--- src/rtl/demo_01_pkg.sv ---
// ============================================================================
// Module      : demo_01_pkg
// Description : Shared constants and helpers for the five-input majority voter
// Revision    : 1.0 - initial release
// ============================================================================
`default_nettype none

package demo_01_pkg;

    localparam int NUM_VOTERS     = 5;
    localparam int CNT_W          = 3;
    localparam int DEFAULT_THRESH = 3;

    // A decision is unanimous when nobody or everybody voted yes
    function automatic logic is_unanimous(input logic [CNT_W-1:0] cnt);
        return (cnt == '0) || (cnt == CNT_W'(NUM_VOTERS));
    endfunction

endpackage

`default_nettype wire

--- src/rtl/demo_01_popcount5.sv ---
// ============================================================================
// Module      : popcount5
// Description : Combinational yes-vote counter for five voters
// Revision    : 1.0 - initial release
// ============================================================================
`default_nettype none

module popcount5
    import demo_01_pkg::*;
(
    input  logic [NUM_VOTERS-1:0] i_votes,
    output logic [CNT_W-1:0]      o_count
);

    // Sum of all set bits; five voters never exceed the 3-bit range
    always_comb begin
        o_count = '0;
        for (int i = 0; i < NUM_VOTERS; i++) begin
            o_count = o_count + {{(CNT_W-1){1'b0}}, i_votes[i]};
        end
    end

endmodule

`default_nettype wire

--- src/rtl/demo_01.sv ---
// ============================================================================
// Module      : demo_01
// Description : Five-input majority voter with registered result, yes count
//               and unanimity flag (one cycle latency, async reset)
// Revision    : 1.0 - initial release
// ============================================================================
`default_nettype none

module demo_01
    import demo_01_pkg::*;
#(
    parameter int THRESH = DEFAULT_THRESH
)
(
    input  logic             clk,
    input  logic             rst,
    input  logic             A,
    input  logic             B,
    input  logic             C,
    input  logic             D,
    input  logic             E,
    output logic             F,
    output logic [CNT_W-1:0] COUNT,
    output logic             UNANIMOUS
);

    // A threshold outside 1..5 would make the voter constant; reject it early
    if ((THRESH < 1) || (THRESH > NUM_VOTERS)) begin : g_thresh_check
        $error("demo_01: THRESH=%0d outside legal range 1..%0d", THRESH, NUM_VOTERS);
    end

    localparam logic [CNT_W-1:0] c_thresh = CNT_W'(THRESH);

    logic [NUM_VOTERS-1:0] w_votes;
    logic [CNT_W-1:0]      w_count;
    logic                  w_f_next;
    logic                  w_unanimous_next;

    logic                  r_f;
    logic [CNT_W-1:0]      r_count;
    logic                  r_unanimous;

    // A is voter 0; bit order is irrelevant to the count but kept stable
    assign w_votes = {E, D, C, B, A};

    popcount5 u_popcount5 (
        .i_votes (w_votes),
        .o_count (w_count)
    );

    // Next-state decision derived from the same count so all outputs agree
    always_comb begin
        w_f_next         = (w_count >= c_thresh);
        w_unanimous_next = is_unanimous(w_count);
    end

    // Output registers; reset forces UNANIMOUS low even though count is 0
    always_ff @(posedge clk or posedge rst) begin
        if (rst) begin
            r_f         <= 1'b0;
            r_count     <= '0;
            r_unanimous <= 1'b0;
        end else begin
            r_f         <= w_f_next;
            r_count     <= w_count;
            r_unanimous <= w_unanimous_next;
        end
    end

    assign F         = r_f;
    assign COUNT     = r_count;
    assign UNANIMOUS = r_unanimous;

endmodule

`default_nettype wire

--- config.mk ---
export PLATFORM = sky130hd
export DESIGN_NAME = demo_01
export DESIGN_NICKNAME = d
export VERILOG_FILES = /design/src/rtl/demo_01_pkg.sv /design/src/rtl/demo_01_popcount5.sv /design/src/rtl/demo_01.sv
export SDC_FILE = /design/constraint.sdc
export NUM_CORES = 1
export LEC_CHECK = 0
export CORE_AREA = 3 3 40 42
export CTS_CLUSTER_SIZE = 30
export DETAILED_ROUTE_END_ITERATION = 16
export DIE_AREA = 0 0 43 45
export HOLD_SLACK_MARGIN = 0.02
export PLACE_DENSITY = 0.43
export RECOVER_POWER = 100
export SLEW_MARGIN = 20
export SYNTH_ARGS = -nofsm -noshare
export SYNTH_HDL_FRONTEND = slang
export SYNTH_SLANG_ARGS = --single-unit
--- constraint.sdc ---
create_clock -name clk -period 0.82 [get_ports clk]
set_clock_uncertainty 0.1 [all_clocks]
set_input_delay 0.123 -clock clk [delete_from_list [all_inputs] [get_ports clk]]
set_output_delay 0.123 -clock clk [all_outputs]
set_load 0.01 [all_outputs]
==> results of run 1 <==
## kinds of logic after synthesis
kind of cell | share of synthesized area
adder cells (fa/ha/maj) | 0.2781
AO/OA/AOI/OAI | 0.03744
AND/OR/NAND/NOR | 0.01603
buffers and inverters | 0.09625
XOR/XNOR | 0.03744
flip-flops | 0.5348
## metrics by stage
stage / total power, W / util / setup TNS (ps) / setup WS [ps] / area [µm²]
after global placement: 0.0006770 / 0.3038 / -8119 / -1597 / 390.4
after detailed placement: 0.0006868 / 0.3038 / -8234 / -1614 / 390.4
after CTS: 0.0009087 / 0.3048 / -5032 / -1087 / 391.6
final: 0.0008776 / 0.3048 / -4495 / -984.5 / 391.6
after floorplan: 0.0004955 / - / -4434 / -1091 / 261.5
after global routing: 0.0009388 / 0.3048 / -4721 / -1001 / 391.6
## worst max-delay path by stage
stage               depth (start not counted)  from  slack [ps]     endpoint
floorplan                                   7     B       -1090  F$_DFF_PP0_
global placement                            8     A       -1600  F$_DFF_PP0_
detailed placement                          8     A       -1610  F$_DFF_PP0_
CTS                                         8     A       -1090  F$_DFF_PP0_
global route                                8     A       -1000  F$_DFF_PP0_
finish                                      8     A        -980  F$_DFF_PP0_
## state kept, by name (all words and copies together) (netlist names)
register	flops
COUNT	3
F	1
UNANIMOUS	1
## per-layer routing
metal	wire [µm]	share of wire	global-route usage
met1	130	0.31	0.04478
met2	214	0.51	0.08683
met3	72	0.17	0.02390
met4	0	0	0.07229
met5	0	0	0
## layout by cell type, fill, tap and decap left out, drive strengths merged
cell           synthesis  layout
inv                    6       6
buf                    0       7
xor2                   1       1
dlygate4sd3            0       1
a21o                   1       1
clkdlybuf4s50          0       1
clkbuf                 0       4
ha                     2       2
dlygate4sd2            0       2
nor2                   1       1
fa                     2       2
dfrtp                  5       5
## report_power, final
group | total, W | internal (W) | switching, W
logic | 0.000285 | 0.000145 | 0.000140
clock network | 0.000271 | 0.000183 | 0.0000881
registers | 0.000321 | 0.000310 | 0.0000115
## what timing repair did
action / in CTS / in global routing
buffers inserted: 0 / 0
resized for setup: 32 / 0
cloned: 0 / 0
endpoints found under the hold margin: 5 / 0
pin swaps: 5 / 4
endpoints found under the setup margin: 10 / 10
## worst max-delay path, delay by kind of cell
| family | cells | cell delay (ps) |
|---|---|---|
| buf+inv | 3 | 170 |
| compound gates | 1 | 200 |
| fa+ha+maj | 4 | 1340 |
## final cells by class
type	count	area (µm²)
Clock buffer	4	26.28
Timing Repair Buffer	11	85.08
Tap cell	15	18.77
Inverter	6	22.52
Fill cell	149	893.4
Sequential cell	5	125.1
Multi-Input combinational cell	7	113.9
==> results.cfg, run 1 <==
[run_status]
status = finished, violations left
violations = negative setup slack

[pwr]
ir_drop_mv = 0.4602
pwr_density_cell_mw_per_mm2 = 2241
leakagePower_nw = 0.2014

[job]
maxCapViolations = 0

[timing]
post-route-min-period_ps = 1804
setup_viol = 10
drv_slew = 0
relSlewSlack = 0.8811
hold_ws_ps = 123.1
tightest_slew_ps = 178.1
max_freq_ghz = 0.5542
post-route-period-util = 2.201
worst_slack_ps = -984.5
hold_violations = 0
grt_setup_unrepaired = true

[logic_synthesis]
synth.cell_area_um2 = 234.0
syn_inst = 18
synthDistinctLibCells = 7
synth.top_cell.area_share = 0.5348
synthArstFlopShare = 1.000
synth_area_leaders = dfrtp_1, fa_1, ha_1, inv_1, a21o_2
synthFlopType = dfrtp_1
ys_ff_latch = 5
synth.net_count = 29
synth_edf_count = 0
yosys.area.top_type = dfrtp_1
ys_top_cells_by_count = inv_1, dfrtp_1, fa_1, ha_1
synth_warnings = 0
avgSynthCellArea_um2 = 13.00
yosysMostFrequentCell = inv_1
yosysSeqAreaShare = 0.5348

[detailed_routing]
drc = 0
post_drt_via_cell_ratio = 3.583
wirelength_um = 418
antenna_left = 0
first_iter_violations = 0
vias = 172
drt-pass1-iter-count = 1
drt-wirelength-per-cell_um = 8.708

[setup_path]
arrival_ps = 1830
cp_data_required_time_ps = 840
cp_slowest_cell = fa_1
crit_chain = buf_6, ha_4, inv_2, fa_1, inv_2, ha_4, fa_2, a21o_2
crit_type = in -> reg
cp-end-kind = register
cp-start-kind = primary input
cp_max_fo = 3
slowest_delay_ps = 490

[layout]
drive_gt1_frac = 0.4848
fin_cells = 48
fin_nets = 45
n_antenna_cell = 0
area_growth_pct = 67.38

[floorplanning]
core_area_mm2 = 0.001285
start_util = 0.1821
die_x_um = 43
die_h_um = 45
pin_count = 12
die-area_mm2 = 0.001935
rows = 13

[clocking]
numClockSinks = 5
root_buffer = clkbuf_4
cts_buffers = 3
clk_path_buf_depth = 2
htreeDepth = 1
clk_pin_slew_ps = 40
cts_tree = done

[placement]
io_buffers = 11
dp.cells = 44
gp_congestion = 0.6340
dpl.hpwl_um = 382.6

[global_route]
grt_max_degree = 6
grt_usage = 0.05471
antenna_found_initial = 0
grt_pass1_wl_um = 690
grt_pass1_vias = 190
grt.overflow.total = 0

[min_path]
min_path_type = in -> async
Note: power is estimated with default switching activity, not from simulation.
==> run 2: changes to the inputs <==
--- a/config.mk
+++ b/config.mk
@@ -16,3 +16,4 @@
 export SYNTH_ARGS = -nofsm -noshare
 export SYNTH_HDL_FRONTEND = slang
 export SYNTH_SLANG_ARGS = --single-unit
+export TNS_END_PERCENT = 100
==> results of run 2 <==
Same layout as run 1: the final DEF is identical, and so are final timing and power.
==> run 3: changes to the inputs <==
--- a/config.mk
+++ b/config.mk
@@ -10,10 +10,10 @@
 export DETAILED_ROUTE_END_ITERATION = 16
 export DIE_AREA = 0 0 43 45
 export HOLD_SLACK_MARGIN = 0.02
-export PLACE_DENSITY = 0.43
+export PLACE_DENSITY = 0.44
 export RECOVER_POWER = 100
 export SLEW_MARGIN = 20
 export SYNTH_ARGS = -nofsm -noshare
 export SYNTH_HDL_FRONTEND = slang
 export SYNTH_SLANG_ARGS = --single-unit
-export TNS_END_PERCENT = 100
+export TNS_END_PERCENT = 1
==> constraint.sdc (replaced) <==
create_clock -name clk -period 1.6 [get_ports clk]
set_clock_uncertainty 0.1 [all_clocks]
set_input_delay 0.24 -clock clk [delete_from_list [all_inputs] [get_ports clk]]
set_output_delay 0.24 -clock clk [all_outputs]
set_load 0.01 [all_outputs]
==> results.cfg, run 3 (synthesis gave the netlist of run 1 again) <==
[run_status]
status = finished, violations left
violations = negative setup slack

[global_route]
grt_pass1_wl_um = 662
grt.overflow.total = 0
grt_pass1_vias = 201
antenna_found_initial = 0
grt_max_degree = 6
grt_usage = 0.05458

[layout]
fin_nets = 46
fin_cells = 49
final_common_cell = dlygate4sd3_1
n_antenna_cell = 0
drive_gt1_frac = 0.3529
area_growth_pct = 77.01
final_cell_mix = dlygate4sd3_1, dfrtp_1, inv_1, clkbuf_4
largest_reg_flops = 3

[detailed_routing]
drt-wirelength-per-cell_um = 7.959
vias = 176
post_drt_via_cell_ratio = 3.592
antenna_left = 0
wirelength_um = 390
drc = 0
first_iter_violations = 0
drt-pass1-iter-count = 1

[setup_path]
cp-start-kind = primary input
cp-end-kind = register
cp_max_fo = 3
arrival_ps = 1950
crit_type = in -> reg
cp_data_required_time_ps = 1630

[clocking]
clk_path_buf_depth = 2
htreeDepth = 1
clk_pin_slew_ps = 40
cts_buffers = 3
cts_tree = done
root_buffer = clkbuf_4
numClockSinks = 5

[pwr]
total_power_w = 0.0004669
leakagePower_nw = 0.2071
pwr_density_cell_mw_per_mm2 = 1127
ir_drop_mv = 0.2619

[floorplanning]
die_x_um = 43
pin_count = 12
die_h_um = 45
die-area_mm2 = 0.001935
start_util = 0.1821
core_area_mm2 = 0.001285
rows = 13

[timing]
grt_setup_unrepaired = true
max_freq_ghz = 0.5201
drv_slew = 0
post-route-period-util = 1.202
setup_viol = 4
tightest_slew_ps = 185.2
post-route-min-period_ps = 1923
relSlewSlack = 0.8764
worst_slack_ps = -322.6
hold_violations = 0

[placement]
gp_congestion = 0.6589
dp.cells = 44
io_buffers = 11

[job]
maxCapViolations = 0

[min_path]
min_path_type = in -> async
-- run 3: cell count changes in the layout (fill, tap and decap cells not counted), sizes merged --
cell,change
dlygate4sd3,+5
buf,-4
-- run 3: path summary, 6_finish.rpt --
kind                       from                  end  slack [ps]  cells after the start
max                           A          F$_DFF_PP0_        -320                      8
max in group asynchronous   rst  UNANIMOUS$_DFF_PP0_         990                      2
min in group clk              A   COUNT[2]$_DFF_PP0_         360                      3
min                         rst          F$_DFF_PP0_         250                      2
-- run 3: repair_timing --
item,4_1_cts,5_1_grt
setup buffers,1,0
setup endpoints to repair,5,4
pin swaps,4,1
resized for setup,14,0
hold buffers,0,0
-- run 3: critical path, stage by stage --
cell    delay, ps
buf_6          90
ha_4          250
inv_2          30
fa_1          490
inv_1          40
ha_2          160
fa_2          430
a21o_2        220
-- run 3: report_power, final --
part / internal (W) / switching [W] / total, W / leakage [nW]
Clock: 0.0000940 / 0.0000472 / 0.000141 / 0.0150
Sequential: 0.000159 / 0.00000572 / 0.000165 / 0.0611
Combinational: 0.0000947 / 0.0000664 / 0.000161 / 0.131
-- run 3: area by class of cell --
type | instances | area [µm²]
clock buffer | 4 | 26.28
fill | 138 | 870.8
inverter | 6 | 22.52
multi-input combinational | 7 | 103.9
sequential | 5 | 125.1
tap | 15 | 18.77
timing repair buffer | 12 | 117.6
-- run 3: metal layers --
metal,part of all wire,global-route usage
met4,0.069,0.09036
met3,0.19,0.02390
met1,0.29,0.03457
met5,0,0
met2,0.44,0.08982
-- run 3: stage by stage --
stage	utilization	TNS, ps	hold slack [ps]	cell area (µm²)	setup slack (ps)
final	0.3223	-908.2	245.8	414.1	-322.6
after global placement	0.2843	-3778	345.8	365.4	-959.0
after detailed placement	0.2843	-3792	361.5	365.4	-962.7
after CTS	0.3223	-899.7	111.6	414.1	-319.1
after floorplan	-	-1491	-81.48	236.5	-484.3
after global routing	0.3223	-1078	266.7	414.1	-372.0
